--- src/rtl/buffer_16x4_drain_if.sv ---
// Handshake and bus bundle between the drain buffer and its surroundings.
// master drives start/rows/wr_ready; slave (the buffer) drives everything else.
interface buffer_16x4_drain_if #(
  parameter int ADDR_W = 9
);
  logic              start;
  logic [ADDR_W-1:0] base_addr;
  logic              row_valid;
  logic              row_ready;
  logic [127:0]      row_data;
  logic              wr_valid;
  logic              wr_ready;
  logic [31:0]       wr_data;
  logic [ADDR_W-1:0] wr_addr;
  logic              busy;
  logic              done;

  modport master (
    output start, base_addr, row_valid, row_data, wr_ready,
    input  row_ready, wr_valid, wr_data, wr_addr, busy, done
  );

  modport slave (
    input  start, base_addr, row_valid, row_data, wr_ready,
    output row_ready, wr_valid, wr_data, wr_addr, busy, done
  );
endinterface

--- src/rtl/buffer_16x4_drain.sv ---
// Row store that fills with ROWS 128-bit rows, then drains byte-swapped 32-bit words under valid/ready;
// first word one cycle after the last row, wr_* hold while stalled. DRAIN_COLMAJOR_EN selects column-major order.
module buffer_16x4_drain #(
  parameter int ROWS   = 4,
  parameter int ADDR_W = 9
) (
  input  logic                clk,
  input  logic                rst,
  buffer_16x4_drain_if.slave  bus
);
  localparam int NWORDS = ROWS * 4;
  localparam int RCW    = $clog2(ROWS);
  localparam int WCW    = $clog2(NWORDS);

  typedef enum logic [1:0] {IDLE, FILL, DRAIN} state_t;

  state_t            state_q, state_d;
  logic [ADDR_W-1:0] base_q, base_d;
  logic [RCW-1:0]    row_cnt_q, row_cnt_d;
  logic [WCW-1:0]    word_cnt_q, word_cnt_d;
  logic [31:0]       wr_data_q, wr_data_d;
  logic [ADDR_W-1:0] wr_addr_q, wr_addr_d;
  logic              done_q, done_d;
  logic [127:0]      row_q [ROWS];
  logic [127:0]      row_d [ROWS];

  logic           row_hs, wr_hs, last_row, last_word;
  logic [WCW-1:0] sel_idx;
  logic [RCW-1:0] sel_r;
  logic [1:0]     sel_k;
  logic [127:0]   sel_row;
  logic [31:0]    sel_w;
  logic [31:0]    sel_swapped;

  assign row_hs    = (state_q == FILL) && bus.row_valid;
  assign wr_hs     = (state_q == DRAIN) && bus.wr_ready;
  assign last_row  = (row_cnt_q == RCW'(ROWS - 1));
  assign last_word = (word_cnt_q == WCW'(NWORDS - 1));

  always_ff @(posedge clk) begin
    if (rst) state_q <= IDLE;
    else     state_q <= state_d;
  end

  always_comb begin
    state_d = state_q;
    case (state_q)
      IDLE:    if (bus.start) state_d = FILL;
      FILL:    if (row_hs && last_row) state_d = DRAIN;
      DRAIN:   if (wr_hs && last_word) state_d = IDLE;
      default: state_d = IDLE;
    endcase
  end

  always_comb begin
    bus.row_ready = (state_q == FILL);
    bus.wr_valid  = (state_q == DRAIN);
    bus.busy      = (state_q != IDLE);
    bus.done      = done_q;
    bus.wr_data   = wr_data_q;
    bus.wr_addr   = wr_addr_q;
  end

  // Word presented next: index 0 on entry to DRAIN, word_cnt+1 after each handshake.
  always_comb begin
    sel_idx = '0;
    if (state_q == DRAIN) sel_idx = word_cnt_q + WCW'(1);
`ifdef DRAIN_COLMAJOR_EN
    sel_k = 2'(sel_idx / WCW'(ROWS));
    sel_r = RCW'(sel_idx % WCW'(ROWS));
`else
    sel_r = sel_idx[WCW-1:2];
    sel_k = sel_idx[1:0];
`endif
    sel_row = row_q[sel_r];
    case (sel_k)
      2'd0:    sel_w = sel_row[31:0];
      2'd1:    sel_w = sel_row[63:32];
      2'd2:    sel_w = sel_row[95:64];
      default: sel_w = sel_row[127:96];
    endcase
    sel_swapped = {sel_w[7:0], sel_w[15:8], sel_w[23:16], sel_w[31:24]};
  end

  always_comb begin
    base_d     = base_q;
    row_cnt_d  = row_cnt_q;
    word_cnt_d = word_cnt_q;
    wr_data_d  = wr_data_q;
    wr_addr_d  = wr_addr_q;
    done_d     = 1'b0;
    row_d      = row_q;
    case (state_q)
      IDLE: begin
        if (bus.start) begin
          base_d     = bus.base_addr;
          row_cnt_d  = '0;
          word_cnt_d = '0;
        end
      end
      FILL: begin
        if (row_hs) begin
          row_d[row_cnt_q] = bus.row_data;
          row_cnt_d        = row_cnt_q + RCW'(1);
          if (last_row) begin
            wr_data_d  = sel_swapped;
            wr_addr_d  = base_q;
            word_cnt_d = '0;
          end
        end
      end
      DRAIN: begin
        if (wr_hs) begin
          if (last_word) begin
            done_d = 1'b1;
          end else begin
            word_cnt_d = sel_idx;
            wr_data_d  = sel_swapped;
            wr_addr_d  = base_q + ADDR_W'(sel_idx);
          end
        end
      end
      default: ;
    endcase
  end

  always_ff @(posedge clk) begin
    if (rst) begin
      base_q     <= '0;
      row_cnt_q  <= '0;
      word_cnt_q <= '0;
      wr_data_q  <= '0;
      wr_addr_q  <= '0;
      done_q     <= 1'b0;
    end else begin
      base_q     <= base_d;
      row_cnt_q  <= row_cnt_d;
      word_cnt_q <= word_cnt_d;
      wr_data_q  <= wr_data_d;
      wr_addr_q  <= wr_addr_d;
      done_q     <= done_d;
    end
  end

  always_ff @(posedge clk) begin
    row_q <= row_d;
  end
endmodule

--- src/flat_wrapper.sv ---
// flat-port wrapper written by rule: the top's interface ports become plain ports
module buffer_16x4_drain_flat 
#(
  parameter int ROWS   = 4,
  parameter int ADDR_W = 9
)
  (clk, rst, bus_start, bus_base_addr, bus_row_valid, bus_row_data, bus_wr_ready, bus_row_ready, bus_wr_valid, bus_wr_data, bus_wr_addr, bus_busy, bus_done);
  buffer_16x4_drain_if #(.ADDR_W(ADDR_W)) bus_i ();
  input  logic clk;
  input  logic rst;
  input wire logic [$bits(bus_i.start)-1:0] bus_start;
  input wire logic [$bits(bus_i.base_addr)-1:0] bus_base_addr;
  input wire logic [$bits(bus_i.row_valid)-1:0] bus_row_valid;
  input wire logic [$bits(bus_i.row_data)-1:0] bus_row_data;
  input wire logic [$bits(bus_i.wr_ready)-1:0] bus_wr_ready;
  output wire logic [$bits(bus_i.row_ready)-1:0] bus_row_ready;
  output wire logic [$bits(bus_i.wr_valid)-1:0] bus_wr_valid;
  output wire logic [$bits(bus_i.wr_data)-1:0] bus_wr_data;
  output wire logic [$bits(bus_i.wr_addr)-1:0] bus_wr_addr;
  output wire logic [$bits(bus_i.busy)-1:0] bus_busy;
  output wire logic [$bits(bus_i.done)-1:0] bus_done;
  assign bus_i.start = bus_start;
  assign bus_i.base_addr = bus_base_addr;
  assign bus_i.row_valid = bus_row_valid;
  assign bus_i.row_data = bus_row_data;
  assign bus_i.wr_ready = bus_wr_ready;
  assign bus_row_ready = bus_i.row_ready;
  assign bus_wr_valid = bus_i.wr_valid;
  assign bus_wr_data = bus_i.wr_data;
  assign bus_wr_addr = bus_i.wr_addr;
  assign bus_busy = bus_i.busy;
  assign bus_done = bus_i.done;
  buffer_16x4_drain #(.ROWS(ROWS), .ADDR_W(ADDR_W)) u_core (.clk(clk), .rst(rst), .bus(bus_i));
endmodule
--- config.mk ---
export PLATFORM = sky130hd
export DESIGN_NAME = buffer_16x4_drain_flat
export DESIGN_NICKNAME = d
export VERILOG_FILES = /design/src/rtl/buffer_16x4_drain_if.sv /design/src/rtl/buffer_16x4_drain.sv /design/src/flat_wrapper.sv
export SDC_FILE = /design/constraint.sdc
export NUM_CORES = 1
export LEC_CHECK = 0
export BUFFER_PORTS_ARGS = -buffer_cell sky130_fd_sc_hd__buf_4
export CAP_MARGIN = 25
export CORE_UTILIZATION = 59
export DETAILED_ROUTE_END_ITERATION = 10
export PLACE_DENSITY = 0.79
export SLEW_MARGIN = 20
export SYNTH_ARGS = -nofsm -noshare
export SYNTH_HDL_FRONTEND = slang
export SYNTH_SLANG_ARGS = --single-unit
export TNS_END_PERCENT = 1
--- constraint.sdc ---
create_clock -name clk -period 6.2 [get_ports clk]
set_input_delay 1.24 -clock clk [delete_from_list [all_inputs] [get_ports clk]]
set_output_delay 1.24 -clock clk [all_outputs]
set_load 0.02 [all_outputs]
==> summary.txt <==
Min path
  • Worst hold path type: register to register

Pwr
  • Worst VDD drop: 0.371 mV
  • Static leakage: 8.84 nW
  • Power Density: 371 mW/mm^2

Status
  • Status: complete, no violations

Route
  • Detailed-route via count: 13.2k
  • Routed length per instance: 25.1 um
  • Post-route DRC: 0
  • DR pass1 iterations: 5
  • Avg Vias per Cell: 6.35
  • DRT iter0 DRCs: 1306
  • Drt total wl: 52000 um
  • Final ANT Viol Nets: 0

Synthesis
  • Yosys top cell area share: 69.0%
  • Post-synth EDFFs: 512
  • Yosys cell types: 56
  • Most frequent cell after synthesis: edfxtp_1
  • Ys async rst share: 0%
  • Synth warn: 0
  • Seq cells post-synth: 571
  • Area leader, netlist: edfxtp_1
  • Ranking of synthesized cells by area: edfxtp_1, mux4_2, dfxtp_1
  • Cells after synthesis: 1347
  • Synthesized Nets: 1503
  • List of most frequent post-synthesis cells: edfxtp_1, nand2_1, nor2_1
  • Primary FF master, synth: edfxtp_1
  • Register area share after synthesis: 74.3%
  • Synthesized area: 0.0223 mm^2
  • Syn_area_per_cell: 16.5 um^2

Placement
  • DP HPWL: 30400 um
  • Gp weighted congestion: 0.815
  • Post-DP Area: 0.0241 mm^2
  • PortBufs: 186

Clocking
  • Postcts setup bufs: 0
  • # resized after CTS: 0
  • Htree depth: 2
  • Clock Latency Late Sink: 0.63 ns
  • Hold buffer count at CTS: 0
  • CTS sink count: 571
  • TritonCTS clock tree: yes
  • TritonCTS Buffers: 55
  • Clock root cell: clkbuf_16
  • Clock-pin slew on the worst setup and hold paths: 0.06 ns
  • Maximum clock insertion buffer count: 3

Global route
  • GRT overflow: 0
  • Global-route total usage across every layer: 27.5%
  • First-pass GRT wire length: 78400 um
  • Initial antenna violation count: 2
  • Largest net degree at the start of global routing: 129
  • Vias in the first global route: 13.3k

Floorplan
  • Num ports: 187
  • Die width: 196 um
  • Die Ht: 196 um
  • Initial core utilization: 60.4%
  • Core area: 0.0369 mm^2
  • Num rows: 70
  • Die Footprint: 0.0385 mm^2

Setup path
  • Slowest-stage cell, CP: ha_2
  • Critical path class: register to register
  • Crit-path leading delay family: buffers and inverters
  • Largest fanout on the critical path: 49
  • Crit-path max cell delay: 0.76 ns
  • Worst Setup End Kind: register
  • Critical path launch point type: register
  • CP Data Arrival Time: 4.22 ns
  • CP cell instances: inv_1, ha_2, and2_1, mux2i_4, inv_4, buf_4, mux4_2, a21oi_1, a311oi_1
  • Worst path bufs/invs: 3
  • Required time of the worst setup path: 6.67 ns

Final layout
  • Layout cells sized above 1: 23.2%
  • Cell area after layout: 0.0260 mm^2
  • Area grow syn2layout: 16.7%
  • Nets@finish: 1675

STA
  • Slew Limit Headroom: 32.3%
  • Post-layout min period: 3.75 ns
  • Max Clock Freq: 267 MHz
  • Skew final: 0.0260 ns
  • Period utilization: 60.4%
  • RSZ-0062 raised after global routing: false
  • Final hold viol count: 0
  • Post-route setup TNS: 0 ns
  • Worst-margin pin slew: 1.02 ns
  • Slew Limit Fails: 0
  • Final setup viols: 0

Run
  • Max_cap viols: 0
==> cell usage in the layout, fill, tap and decap left out, types with 4 or more instances in the layout <==
master / Yosys / layout
a311oi_1: 31 / 31
a32o_1: 4 / 4
a22oi_1: 13 / 13
clkbuf_8: 0 / 9
dfxtp_1: 59 / 58
a211oi_1: 7 / 7
clkinv_1: 0 / 5
xnor2_1: 5 / 5
clkbuf_1: 52 / 17
ha_1: 13 / 11
mux2i_1: 52 / 52
buf_4: 9 / 204
and3_4: 1 / 5
o221ai_1: 12 / 12
mux4_2: 54 / 54
a21oi_1: 46 / 46
clkbuf_16: 0 / 55
clkinv_2: 0 / 8
o21ai_0: 29 / 29
and2_1: 16 / 15
a221oi_1: 64 / 64
edfxtp_1: 512 / 512
a2bb2oi_1: 12 / 12
inv_1: 30 / 30
nand2_1: 84 / 83
nand3_1: 28 / 28
buf_12: 0 / 4
nor2_1: 77 / 75
o22ai_1: 11 / 11
a31oi_1: 11 / 11
o31ai_1: 13 / 13
nor3_1: 12 / 12
nand4_1: 4 / 4
or3_1: 7 / 7
==> worst paths after layout <==
check	start	endpoint	slack, ns	depth (start not counted)
setup / recovery	u_core.state_q[0]	u_core.bus.wr_data[0]	2.45	9
hold / removal	u_core.bus.wr_addr[1]	u_core.bus.wr_addr[1]	0.47	2
setup reg to reg	u_core.state_q[0]	u_core.bus.wr_data[0]	2.45	9
hold reg to reg	u_core.bus.wr_addr[1]	u_core.bus.wr_addr[1]	0.47	2
==> report_power, final <==
group | total, mW | switching (mW) | leakage (nW) | internal [mW]
clock network | 3.33 | 1.44 | 0.888 | 1.89
logic | 1.69 | 1.06 | 2.85 | 0.624
registers | 4.64 | 0.146 | 5.11 | 4.49
total | 9.65 | 2.65 | 8.84 | 7.01
==> cell families after synthesis <==
kind of cell             count (synthesis)  synth area share, %
AND/OR/NAND/NOR                        245                 4.93
buffers and inverters                  126                 2.58
flip-flops                             571                 74.3
XOR/XNOR                                 8                0.315
AO/OA/AOI/OAI                          275                 9.10
multiplexers                           108                 7.95
adder cells (fa/ha/maj)                 14                0.820
==> tightest hold or removal path, cell delays in order, from the launching register on <==
cell     delay [ns]
dfxtp_1        0.32
nand2_1        0.06
a21oi_1        0.05
==> registers in the layout (all words and copies together) (netlist names) <==
signal              flops
u_core.row_cnt_q        2
u_core.base_q           9
u_core.state_q          2
u_core.bus.done         1
u_core.bus.wr_data     32
u_core.word_cnt_q       4
u_core.row_q          512
u_core.bus.wr_addr      9
==> per-layer routing <==
metal	GRT usage (%)	vias to the layer above	share of wire [%]
met1	36.2	6660	38
met4	10.7	2	2.8
met5	0	-	0.025
met2	45.3	676	50
met3	5.78	92	9.3
li1	-	5737	-
==> cell type report <==
| type | instances | area, um^2 |
|---|---|---|
| tap | 504 | 631 |
| inverter | 31 | 119 |
| fill | 2274 | 10900 |
| sequential | 571 | 16600 |
| multi-input combinational | 650 | 5200 |
| clock inverter | 23 | 262 |
| timing repair buffer | 210 | 1670 |
| antenna | 3 | 7.51 |
| clock buffer | 81 | 1560 |
==> through the flow <==
step	hold slack, ns	setup slack [ns]	total power, mW	cells	util, %
detailed placement	0.467	2.46	6.36	1964	65.4
global route	0.487	2.26	9.96	2070	70.5
floorplan	0.449	1.17	5.69	1347	-
CTS	0.475	2.45	9.66	2068	70.4
global placement	0.450	2.57	6.30	1963	65.4
finish	0.474	2.45	9.65	2073	70.5
No activity file was read; power rests on OpenSTA's default activity.
